[config.mk]
export PLATFORM = sky130hd
export DESIGN_NAME = apb_slave_regfile
export DESIGN_NICKNAME = d
export VERILOG_FILES = /design/src/rtl/apb_slave_pkg.sv /design/src/rtl/apb_slave_regs.sv /design/src/rtl/apb_slave_regfile.sv
export SDC_FILE = /design/constraint.sdc
export NUM_CORES = 1
export LEC_CHECK = 0
export ABC_CLOCK_PERIOD_IN_PS = 2090
export CORE_AREA = 2 2 196 198
export DETAILED_ROUTE_END_ITERATION = 16
export DIE_AREA = 0 0 198 200
export DONT_BUFFER_PORTS = 1
export GPL_TIMING_DRIVEN = 1
export PLACE_DENSITY = 0.58
export SYNTH_ARGS = -nofsm -noshare
export SYNTH_HDL_FRONTEND = slang
export SYNTH_SLANG_ARGS = --single-unit
[constraint.sdc]
create_clock -name hclk -period 2.09 [get_ports hclk]
set_input_delay 0.209 -clock hclk [delete_from_list [all_inputs] [get_ports hclk]]
set_output_delay 0.209 -clock hclk [all_outputs]
set_load 0.05 [all_outputs]
[src/rtl/apb_slave_pkg.sv]
// Shared definitions for the APB register-file slave: FSM encoding, register
// indices and the read-only index check.
`timescale 1ns/1ps
package apb_slave_pkg;

    typedef enum logic [1:0] {
        ST_IDLE = 2'd0,
        ST_WAIT = 2'd1,
        ST_RESP = 2'd2
    } state_t;

    localparam logic [2:0] IDX_CTRL       = 3'd0;
    localparam logic [2:0] IDX_SCRATCH_LO = 3'd1;
    localparam logic [2:0] IDX_SCRATCH_HI = 3'd5;
    localparam logic [2:0] IDX_XFER_CNT   = 3'd6;
    localparam logic [2:0] IDX_ID         = 3'd7;

    function automatic logic is_ro_idx(input logic [2:0] idx);
        return (idx == IDX_XFER_CNT) || (idx == IDX_ID);
    endfunction

endpackage

[src/rtl/apb_slave_regs.sv]
// Register bank of the APB slave: CTRL + SCRATCH storage, write decode,
// transfer counter and the read mux.
`timescale 1ns/1ps
module apb_slave_regs
    import apb_slave_pkg::*;
#(
    parameter logic [31:0] ID_VALUE   = 32'hA2B0_0001,
    parameter logic [3:0]  RESET_WAIT = 4'd0
) (
    input  logic        hclk,
    input  logic        hresetn,
    input  logic        i_wr_en,
    input  logic [2:0]  i_wr_idx,
    input  logic [31:0] i_wr_data,
    input  logic        i_xfer_done,
    input  logic [2:0]  i_rd_idx,
    output logic [31:0] o_rd_data,
    output logic [3:0]  o_wait
);

    localparam int NUM_RW = int'(IDX_SCRATCH_HI) + 1;

    logic [31:0]       r_bank [NUM_RW];
    logic [NUM_RW-1:0] w_we;
    logic [31:0]       r_xfer_cnt;

    generate
        for (genvar gi = 0; gi < NUM_RW; gi++) begin : g_we
            assign w_we[gi] = i_wr_en && (i_wr_idx == 3'(gi));
        end
    endgenerate

    always_ff @(posedge hclk or negedge hresetn) begin
        if (!hresetn) begin
            for (int i = 0; i < NUM_RW; i++) begin
                r_bank[i] <= (i == 0) ? {28'd0, RESET_WAIT} : 32'd0;
            end
        end else begin
            for (int i = 0; i < NUM_RW; i++) begin
                if (w_we[i]) begin
                    r_bank[i] <= i_wr_data;
                end
            end
        end
    end

    // Wraps naturally at 32 bits.
    always_ff @(posedge hclk or negedge hresetn) begin
        if (!hresetn) begin
            r_xfer_cnt <= 32'd0;
        end else if (i_xfer_done) begin
            r_xfer_cnt <= r_xfer_cnt + 32'd1;
        end
    end

    always_comb begin
        o_rd_data = 32'd0;
        case (i_rd_idx) inside
            IDX_CTRL:                         o_rd_data = r_bank[IDX_CTRL];
            [IDX_SCRATCH_LO:IDX_SCRATCH_HI]:  o_rd_data = r_bank[i_rd_idx];
            IDX_XFER_CNT:                     o_rd_data = r_xfer_cnt;
            IDX_ID:                           o_rd_data = ID_VALUE;
            default:                          o_rd_data = 32'd0;
        endcase
    end

    assign o_wait = r_bank[IDX_CTRL][3:0];

endmodule

[src/rtl/apb_slave_regfile.sv]
// APB completer with programmable wait states: FSM, address capture and
// error decode; storage lives in apb_slave_regs.
`timescale 1ns/1ps
module apb_slave_regfile
    import apb_slave_pkg::*;
#(
    parameter logic [31:0] BASE_ADDR  = 32'h0000_0000,
    parameter logic [31:0] ID_VALUE   = 32'hA2B0_0001,
    parameter logic [3:0]  RESET_WAIT = 4'd0
) (
    input  logic        hclk,
    input  logic        hresetn,
    input  logic        psel,
    input  logic        penable,
    input  logic        pwrite,
    input  logic [31:0] paddr,
    input  logic [31:0] pwdata,
    output logic [31:0] prdata,
    output logic        pready,
    output logic        pslverr
);

    state_t      r_state, w_state_next;
    logic [3:0]  r_wcnt, w_wcnt_next;
    logic [31:0] r_addr, r_wdata;
    logic        r_write;
    logic        r_pready, r_pslverr;
    logic [31:0] r_prdata;

    logic        w_setup, w_commit;
    logic [31:0] w_cur_addr;
    logic        w_cur_write, w_cur_err;
    logic [31:0] w_rd_data;
    logic [3:0]  w_wait;

    assign w_setup     = (r_state == ST_IDLE) && psel && !penable;
    // In IDLE the transfer being captured is still on the bus.
    assign w_cur_addr  = (r_state == ST_IDLE) ? paddr  : r_addr;
    assign w_cur_write = (r_state == ST_IDLE) ? pwrite : r_write;
    assign w_cur_err   = (w_cur_addr[1:0] != 2'b00)
                      || (w_cur_addr[31:5] != BASE_ADDR[31:5])
                      || (w_cur_write && is_ro_idx(w_cur_addr[4:2]));
    assign w_commit    = (r_state == ST_RESP) && psel && !r_pslverr;

    apb_slave_regs #(
        .ID_VALUE   (ID_VALUE),
        .RESET_WAIT (RESET_WAIT)
    ) u_regs (
        .hclk        (hclk),
        .hresetn     (hresetn),
        .i_wr_en     (w_commit && r_write),
        .i_wr_idx    (r_addr[4:2]),
        .i_wr_data   (r_wdata),
        .i_xfer_done (w_commit),
        .i_rd_idx    (w_cur_addr[4:2]),
        .o_rd_data   (w_rd_data),
        .o_wait      (w_wait)
    );

    always_comb begin
        w_state_next = r_state;
        w_wcnt_next  = r_wcnt;
        case (r_state)
            ST_IDLE: begin
                if (w_setup) begin
                    if (w_wait == 4'd0) begin
                        w_state_next = ST_RESP;
                    end else begin
                        w_state_next = ST_WAIT;
                        w_wcnt_next  = w_wait - 4'd1;
                    end
                end
            end
            ST_WAIT: begin
                if (!psel) begin
                    w_state_next = ST_IDLE;
                    w_wcnt_next  = 4'd0;
                end else if (r_wcnt == 4'd0) begin
                    w_state_next = ST_RESP;
                end else begin
                    w_wcnt_next  = r_wcnt - 4'd1;
                end
            end
            ST_RESP: begin
                w_state_next = ST_IDLE;
            end
            default: begin
                w_state_next = ST_IDLE;
                w_wcnt_next  = 4'd0;
            end
        endcase
    end

    always_ff @(posedge hclk or negedge hresetn) begin
        if (!hresetn) begin
            r_state <= ST_IDLE;
            r_wcnt  <= 4'd0;
        end else begin
            r_state <= w_state_next;
            r_wcnt  <= w_wcnt_next;
        end
    end

    always_ff @(posedge hclk or negedge hresetn) begin
        if (!hresetn) begin
            r_addr    <= 32'd0;
            r_write   <= 1'b0;
            r_wdata   <= 32'd0;
            r_pready  <= 1'b0;
            r_pslverr <= 1'b0;
            r_prdata  <= 32'd0;
        end else begin
            if (w_setup) begin
                r_addr  <= paddr;
                r_write <= pwrite;
                r_wdata <= pwdata;
            end
            r_pready  <= (w_state_next == ST_RESP);
            r_pslverr <= (w_state_next == ST_RESP) && w_cur_err;
            r_prdata  <= ((w_state_next == ST_RESP) && !w_cur_err && !w_cur_write)
                         ? w_rd_data : 32'd0;
        end
    end

    assign pready  = r_pready;
    assign pslverr = r_pslverr;
    assign prdata  = r_prdata;

endmodule

# Word level (Yosys, flattened, before mapping)

Index checks and enable logic that the tools add are counted.

Flip-flop bits (word level): 329
Input bits: 69
Logic and storage cells: 87

Add/sub/neg operators: 3
Magnitude comparators: 3
Equality and inequality tests: 13
Mux-type cells: 20
Bitwise operators: 2
Reductions and logical operators: 31

Operator list:

| operator                | count |
|---|---|
| $mux W32                | 8 |
| $bmux W32 S3            | 1 |
| $add A32 B1 Y32 const B | 1 |
| $reduce_bool A27 Y1     | 1 |
| $logic_and A1 B1 Y1     | 16 |
| $mux W4                 | 4 |
| $eq A3 B3 Y1 const B    | 4 |
| $pmux W4 S3             | 1 |
| $logic_not A4 Y1        | 2 |
| $mux W2                 | 4 |
| $sub A4 B1 Y4 const B   | 2 |
| $eq A3 B2 Y1 const B    | 2 |
| $logic_not A3 Y1        | 2 |
| $eq A2 B2 Y1 const B    | 2 |
| $ge A4 B4 Y1 const B    | 1 |
| $logic_not A1 Y1        | 4 |
| $ne A2 B2 Y1 const B    | 2 |
| $not A3 Y4              | 1 |
| $pmux W2 S2             | 1 |
| $reduce_and A4 Y1       | 1 |
| $eq A3 B1 Y1 const B    | 1 |
| $ge A3 B1 Y1 const B    | 1 |
| $le A3 B3 Y1 const B    | 1 |
| $logic_or A1 B1 Y1      | 3 |
| 6 further kinds         | 6 |

# Longest topological paths before layout

Gate-level depths: netlist of the first run.

Word-level depth: 10
Mapped depth: 10

# Cells and area by module

From an unflattened synthesis of the first run, not the netlist that was laid out.

Cells, all modules: 1292
Area, all modules: 15072.0 sq um

Modules (own cells, without submodules):

| module            | instances | cells an instance | area each (sq um) | seq. area each (sq um) |
|---|---|---|---|---|
| apb_slave_regs    | 1         | 816               | 10590.2           | 5605.4 |
| apb_slave_regfile | 1         | 476               | 4481.8            | 2627.5 |

# Least setup slack after synthesis of the first run

Ideal clock, no wire load.

Path type: register to register
From: register r_pslverr, in the netlist pslverr
To: register u_regs.r_bank[10] (netlist name)
Arrival: 2.131 ns
Data required time: 1.965 ns
Setup slack: -0.165 ns
Cell stages (with the launch flop): 9
Buffers on the path: 3
Period minus slack after synthesis: 2.255 ns
Path through: dfrtp_1 -> and4bb_1 -> buf_2 -> nand2_1 -> nor2_1 -> and3_1 -> clkbuf_1 -> buf_2 -> mux2_2

Word-level cells in the longest chain between the ends: 4

Ends and longest elaborated chain:

| element                        | line                     | RTL |
|---|---|---|
| start: declaration             | apb_slave_regfile.sv:27  | `logic r_pready, r_pslverr;` |
| start signal: assignment       | apb_slave_regfile.sv:119 | `r_pslverr <= (w_state_next == ST_RESP) && w_cur_err;` |
| $logic_not A1 Y1               | apb_slave_regfile.sv:43  | `assign w_commit = (r_state == ST_RESP) && psel && !r_pslverr;` |
| $logic_and A1 B1 Y1            | apb_slave_regfile.sv:43  |  |
| $logic_and A1 B1 Y1            | apb_slave_regfile.sv:51  | `.i_wr_en (w_commit && r_write),` |
| $logic_and A1 B1 Y1            | apb_slave_regs.sv:29     | `assign w_we[gi] = i_wr_en && (i_wr_idx == 3'(gi));` |
| end signal: indexed assignment | apb_slave_regs.sv:36     | `r_bank[i] <= (i == 0) ? {28'd0, RESET_WAIT} : 32'd0;` |
| end signal: indexed assignment | apb_slave_regs.sv:41     | `r_bank[i] <= i_wr_data;` |
| end: declaration               | apb_slave_regs.sv:23     | `logic [31:0] r_bank [NUM_RW];` |

No other way between the ends.
A chain may end at the register's enable or synchronous reset.

# Worst setup path after layout of the first run

From: register r_state[1]
To: register r_prdata[19], in the netlist prdata[19]

Elaborated cells on any way between the ends: 35

RTL lines:

| element                               | line                                             | RTL |
|---|---|---|
| start: declaration                    | apb_slave_regfile.sv:23                          | `state_t r_state, w_state_next;` |
| start signal: assignment              | apb_slave_regfile.sv:99                          | `r_state <= w_state_next;` |
| $logic_not A2 Y1                      | apb_slave_regfile.sv:36, apb_slave_regfile.sv:63 |  |
| $logic_and A1 B1 Y1 (2 in series)     | apb_slave_regfile.sv:36                          | `assign w_setup = (r_state == ST_IDLE) && psel && !penable;` |
| $mux W2                               | apb_slave_regfile.sv:65                          | `if (w_setup) begin` |
| $pmux W2 S2 (*)                       | apb_slave_regfile.sv:63                          | `case (r_state)` |
| net w_state_next[1]                   | apb_slave_regfile.sv:23                          |  |
| $eq A2 B2 Y1 (*)                      | apb_slave_regfile.sv:120                         | `r_prdata <= ((w_state_next == ST_RESP) && !w_cur_err && !w_cur_write)` |
| $logic_and A1 B1 Y1 (*) (2 in series) | apb_slave_regfile.sv:120                         |  |
| $mux W32 (*)                          | apb_slave_regfile.sv:121                         | `? w_rd_data : 32'd0;` |
| end signal: assignment                | apb_slave_regfile.sv:120                         |  |
| end: declaration                      | apb_slave_regfile.sv:28                          | `logic [31:0] r_prdata;` |

The timed path passes the listed nets; every way through them passes the cells marked *. The select of a mux whose other input is x is not followed.

==> metrics.txt, run 1 <==
hold_ws=-0.6198 ns; Comb pwr share=between 30% and 40%; Crit path largest cell delay=0.52 ns; Inst Count DP=1781; critical path, cell by cell=nor4b_4 -> or4b_4 -> o31ai_4 -> o2111ai_4 -> buf_12 -> a311oi_2; sw power=between 8 and 9 mW; clock share of power=roughly a quarter; Max Slew Vio Count=0; Final nets=~1500; Synth cell types=65; CP bufs+invs=1; Post-Layout Cell Count=between 1500 and 2000; max-cap violations=0; post-synth net total=1335; Final WS setup=-0.05295 ns; required time worst endpoint=about 2.5 ns; drt first pass iters=5; worst rel slew slack=61.42%; Max VDD drop=about 0.7 mV; area leader, netlist=dfrtp_1; CTS tree=built; top cells by count, synth=dfrtp_1, mux2_2, nand3_1, o21ai_0, clkbuf_1; top cell type's share of synthesized area=53.95%; Final ANT Viol Nets=0; RSZ-0062 raised after global routing=yes; Post-synth EDFFs=0; Die ar.=between 0.03 and 0.04 mm²; final period utilization=102.5%; worst slew pin tran=roughly 0.58 ns; Leak Pwr=about 8.4 nW; post-synthesis cell count=between 1000 and 1500; worst skew pair latency=roughly 0.56 ns; Max clock buf depth=3; total number of vias=around 11000; Final Hold Fails=~330; global-route wire length before repair=between 60 and 70 mm; most frequent cell after synthesis=dfrtp_1; Multi-input gate area=between 0.006 and 0.007 mm²; P_int=17.17 mW; Die Span Y=200 µm; maximum clock frequency=~470 MHz; hold_buf cts=66; Netlist Area Pre-Place=0.01526 mm²; total power=around 26 mW; Total Routing Usage GR=between 20 and 25%; wire per inst=22.01 µm; status=finished, violations left; DRT iter0 DRCs=about 760; vias per inst=~5.7; slowest stage cell, crit path=or4b_4; Hold Path Class=in2async; # DRC=0; crit path kind=reg2reg; worst-path fanout max=18; Routed WL=between 40 and 50 mm; # diodes=0; Placer Congestion=about 0.8; pre-CTS setup slack=-0.1156 ns; vias in the first global route=around 11000; IO buf count=0; share of cells above drive strength 1=around 34%; largest net degree at the start of global routing=330; Post-DP HPWL=roughly 26 mm; FF+latch count, synth=329; ys async rst share=between 90% and 100%; total gr overflow=0; clk_skew=roughly 0.024 ns; Sink Count=approximately 330; Tmin final=2.143 ns; Reg area=between 0.008 and 0.009 mm²; Ys Warns=0; initial antenna violation count=0; crit path capture type=flop; sequential-to-total area share from yosys stat=between 50% and 60%; Net Sw Frac=between 30% and 40%; H-tree lvl count=2; Num CTS Buffers=40; Rows=71; failing checks=negative hold slack, negative setup slack; Core Footprint=0.03740 mm²; Power per Cell Area=1387 mW/mm²; clock slew at reported path FFs=~0.050 ns; Fill cells=roughly 3300; # setup viols final=43; Avg Cell Area, Syn=between 10 and 15 µm²; die span in x=approximately 200 µm; I/O pin total=between 100 and 150; Synth Flop Type=dfrtp_1; cell family with most CP delay=simple AND/OR/NAND/NOR gates; largest cells by area after synthesis=dfrtp_1, mux2_2, nand3_1; starting density of the core=just over 40%; root buf cell=clkbuf_16; crit path launch type=flop; Arr. time, crit path=between 2 and 3 ns; Syn-to-layout area delta=23.34%; share of power burned in registers=about 40%
[layout make-up]
cell class	instances	share of cell area, %
clock inverters	7	0.3789
inverters	38	0.7578
multi-input cells	802	35.29
flip-flops and latches	329	43.76
repair buffers	174	10.14
clock buffers	64	6.282
well taps	511	3.397
[power by group through the flow]
stage	combinational, mW	clock (mW)	sequential (mW)
final	8.96	6.64	10.5
after global routing	9.72	7.12	10.8
after CTS	8.88	6.84	10.5
after detailed placement	8.68	0	10.5
after global placement	8.53	0	10.5
after floorplan	5.91	0	9.84
[final timing paths]
path / startpoint / to / slack (ns) / depth (start not counted)
max: r_state[1]$_DFF_PN0_ / prdata[19]$_DFF_PN0_ / -0.05 / 6
min: hresetn / r_wdata[15]$_DFFE_PN0N_ / -0.62 / 0
max reg2reg: r_state[1]$_DFF_PN0_ / prdata[19]$_DFF_PN0_ / -0.05 / 6
min reg2reg: u_regs.r_xfer_cnt[31]$_DFFE_PN0P_ / u_regs.r_xfer_cnt[31]$_DFFE_PN0P_ / 0.49 / 1
max in group asynchronous: hresetn / r_state[0]$_DFF_PN0_ / 2.23 / 0
min in group hclk: psel / r_wcnt[2]$_DFFE_PN0P_ / 0.06 / 3
[flip-flops by register name, indices dropped and copies added, names as in the netlist]
| signal | count |
|---|---|
| u_regs.r_xfer_cnt | 32 |
| r_wdata | 32 |
| u_regs.r_bank | 188 |
| prdata | 32 |
| r_write | 1 |
| r_addr | 32 |
| r_state | 2 |
| pslverr | 1 |
| u_regs.o_wait | 4 |
| r_wcnt | 4 |
| pready | 1 |
[logic make-up (layout without fill, tap and decap cells)]
logic type,Yosys count,in the layout,synth area share (%)
and+or+nand+nor,294,294,9.881
xor gates and xnor gates,33,33,1.894
buffers and inverters,131,283,3.468
DFF,329,329,53.95
AOI/OAI and AO/OA,191,191,9.856
adders and majority gates,4,4,0.3280
muxes,280,280,20.62
[stage by stage]
step                      cell area [µm²]  utilization, %  TNS (ns)
after detailed placement            16650           44.53    -4.099
after CTS                           18620           49.79   -0.5236
after floorplan                     15290               -   -0.4617
final                               18820           50.33   -0.7733
after global routing                18820           50.33    -8.061
after global placement              16650           44.53    -1.205
[placed cells by master (no fill, tap or decap), types with 6 or more instances in the layout]
cell           synthesis  final
buf_6                  1      7
a311oi_2              22     22
inv_1                 38     38
o211ai_1              22     22
mux2_2               268    268
nor2_1                47     46
xnor2_1               23     23
nor3_1                22     21
o21a_1                 8      8
buf_12                 0     26
nand3_1               93     93
xor2_1                10     10
a21o_1                23     21
a222oi_1               7      7
o21ai_0               56     55
nand2_1               50     48
clkbuf_8               0      7
and3_1                 7      6
o22ai_1                9      9
dfrtp_1              329    326
dlygate4sd3_1          0     66
mux2i_1                7      7
clkbuf_1              52     16
nor4_1                15     13
clkbuf_16              0     45
buf_4                  1     69
nand4_1               38     38
[layer usage]
metal	vias to the layer above	share of wire, %	routed length, µm	global-route usage, %
met1	5651	45	19200	29.16
met2	290	48	20220	34.94
met5	-	0	0	0
met4	0	2.3	966	8.131
li1	4889	-	-	-
met3	70	4.7	1991	3.763
[timing repair]
action | 4_1_cts | 5_1_grt
buffers inserted | 0 | 2
cloned | 0 | 5
endpoints found under the setup margin | 97 | 121
gates resized for setup | 16 | 18
pin swaps | 1 | 6
hold endpoints to repair | 397 | 329
(Power assumes the default switching activity.)
==> run 2: changes to the inputs <==
ABC_CLOCK_PERIOD_IN_PS = 2600   (was 2090)
HOLD_SLACK_MARGIN = 0.08   (was not set)
PLACE_DENSITY = 0.56   (was 0.58)
clock period = 2.6 ns   (was 2.09 ns; I/O delays follow)
==> metrics.txt, run 2 (same netlist as run 1, synthesis figures left out) <==
Fill cells=3400 (+1.9%); clock slew at reported path FFs=0.06 ns (about the same); met3 GRT Util=4.150% (+0.39 points); # DRC=0 (unchanged); largest net degree at the start of global routing=330 (unchanged); Power per Cell Area=1117 mW/mm² (-19%); Core Footprint=0.03740 mm² (unchanged); worst rel slew slack=41.61% (-20 points); total gr overflow=0 (unchanged); I/O pin total=103 (unchanged); drt first pass iters=5 (unchanged); Tmin final=2.490 ns (+0.3471 ns); Final nets=1410 (-3.3%); clk_skew=0.01650 ns (-0.007794 ns); IO buf count=0 (unchanged); Routed WL=40.62 mm (-4.2%); vias per inst=5.634 (-0.51%); worst slew pin tran=0.8731 ns (+0.2940 ns); Max Slew Vio Count=0 (unchanged); Post-DP HPWL=24.40 mm (-5.0%); Sink Count=329 (unchanged); final period utilization=95.77% (-6.8 points); global-route wire length before repair=64.31 mm (-1.5%); vias in the first global route=10750 (-4.1%); pre-CTS setup slack=0.08126 ns (+0.1968 ns); Top reg by flops=u_regs.r_bank; critical path, cell by cell=buf_4 -> or4b_1 -> o32a_1 -> o221a_2 -> a221o_1 -> a311oi_2; maximum clock frequency=401.6 MHz (-14%); Multi-input gate area=0.006561 mm² (-1.2%); wire per inst=21.70 µm (-1.4%); max-cap violations=0 (unchanged); crit path launch type=flop; Die ar.=0.03960 mm² (unchanged); RSZ-0062 raised after global routing=no; Syn-to-layout area delta=18.06%; share of cells above drive strength 1=31.15% (-3.3 points); Die Span Y=200 µm (unchanged); # setup viols final=0 (-100%); Hold Path Class=in2async; Reg area=0.008233 mm² (about the same); Final Hold Fails=329 (unchanged); DRT iter0 DRCs=887 (+16%); met2 Use GR=35.46% (+0.52 points); met1 usage in global routing=28.53% (-0.62 points); most frequent cells in the layout=dfrtp_1, mux2_2, nand3_1; required time worst endpoint=3.05 ns (+0.51 ns); crit path capture type=flop; Final ANT Viol Nets=0 (unchanged); CP bufs+invs=1 (unchanged); Leak Pwr=8.031 nW (-4.7%); max reg flops=188 (unchanged); die span in x=198 µm (unchanged); crit path kind=reg2reg; Num CTS Buffers=37 (-7.5%); Max clock buf depth=3 (unchanged); status=finished, violations left; root buf cell=clkbuf_16; post-route setup TNS=0 ns (+0.7733 ns); hold_ws=-0.5914 ns (+0.02834 ns); Placer Congestion=0.7886 (-1.9%); slowest stage cell, crit path=or4b_1; initial antenna violation count=0 (unchanged); commonest non-fill, non-tap cell in the layout=dfrtp_1; Max VDD drop=0.6590 mV (-4.3%); failing checks=negative hold slack; CTS tree=built; # diodes=0 (unchanged); Total Routing Usage GR=21.31% (-0.27 points); worst skew pair latency=0.55 ns (about the same); Crit path largest cell delay=0.53 ns (about the same); reg2reg setup slack=0.11 ns (+0.16 ns); total number of vias=10550 (-3.2%); GR peak layer=met2; H-tree lvl count=2 (unchanged); Arr. time, crit path=2.94 ns (+0.35 ns); hold_buf cts=67 (+1.5%); starting density of the core=40.80% (unchanged); Final WS setup=0.1100 ns (+0.1629 ns); cell family with most CP delay=compound AO/OA/AOI/OAI gates; Rows=71 (unchanged); worst-path fanout max=12 (-6)
run 2: worst register-to-register path: stages (launching register included):
cell and delay (ns):
dfrtp_1 0.45, buf_4 0.22, or4b_1 0.53, o32a_1 0.34, o221a_2 0.33, a221o_1 0.27, a311oi_2 0.25
run 2: cell type report:
| cell class | count | share of cell area (%) |
|---|---|---|
| clock buffer | 51 | 5.765 |
| clock inverter | 12 | 0.9098 |
| inverter | 38 | 0.7918 |
| multi-input combinational | 802 | 36.42 |
| sequential | 329 | 45.70 |
| tap | 511 | 3.549 |
| timing repair buffer | 129 | 6.862 |
run 2: path summary, 6_finish.rpt:
path | start | end | depth (start not counted)
min in group hclk | pwrite | prdata[1]$_DFF_PN0_ | 3
worst min-delay path | hresetn | r_addr[20]$_DFFE_PN0N_ | 0
max in group asynchronous | hresetn | u_regs.r_xfer_cnt[18]$_DFFE_PN0P_ | 0
worst max register to register | r_state[1]$_DFF_PN0_ | prdata[28]$_DFF_PN0_ | 6
worst min register to register | u_regs.r_xfer_cnt[31]$_DFFE_PN0P_ | u_regs.r_xfer_cnt[31]$_DFFE_PN0P_ | 1
worst max-delay path | r_state[1]$_DFF_PN0_ | prdata[28]$_DFF_PN0_ | 6
run 2: power by group:
group	total, mW	switching [mW]	leakage, nW	internal, mW
combinational	6.49	3.38	3.08	3.11
clock	5.23	2.14	0.589	3.10
sequential	8.39	1.46	4.36	6.93
total	20.1	6.98	8.03	13.1
run 2: timing repair:
action	CTS	global route
endpoints found under the setup margin	0	2
buffers inserted	0	4
hold endpoints to repair	400	329
resized for setup	0	0
run 2: per-layer routing:
metal | vias to the layer above | wire length (µm)
li1 | 4793 | -
met2 | 220 | 19440
met5 | - | 0
met3 | 68 | 1755
met1 | 5465 | 18560
met4 | 0 | 864
run 2: metrics by stage:
stage / power [mW] / hold slack, ns / cells / utilization (%) / cell area (µm²)
finish: 20.12 / -0.5914 / 1872 / 48.17 / 18010
global route: 21.36 / -0.6108 / 1872 / 48.17 / 18010
CTS: 20.24 / -0.6214 / 1868 / 48.09 / 17980
detailed placement: 14.84 / -0.02682 / 1738 / 43.08 / 16110
global placement: 14.65 / -0.02707 / 1738 / 43.08 / 16110
floorplan: 12.64 / -0.03559 / 1262 / - / 15260
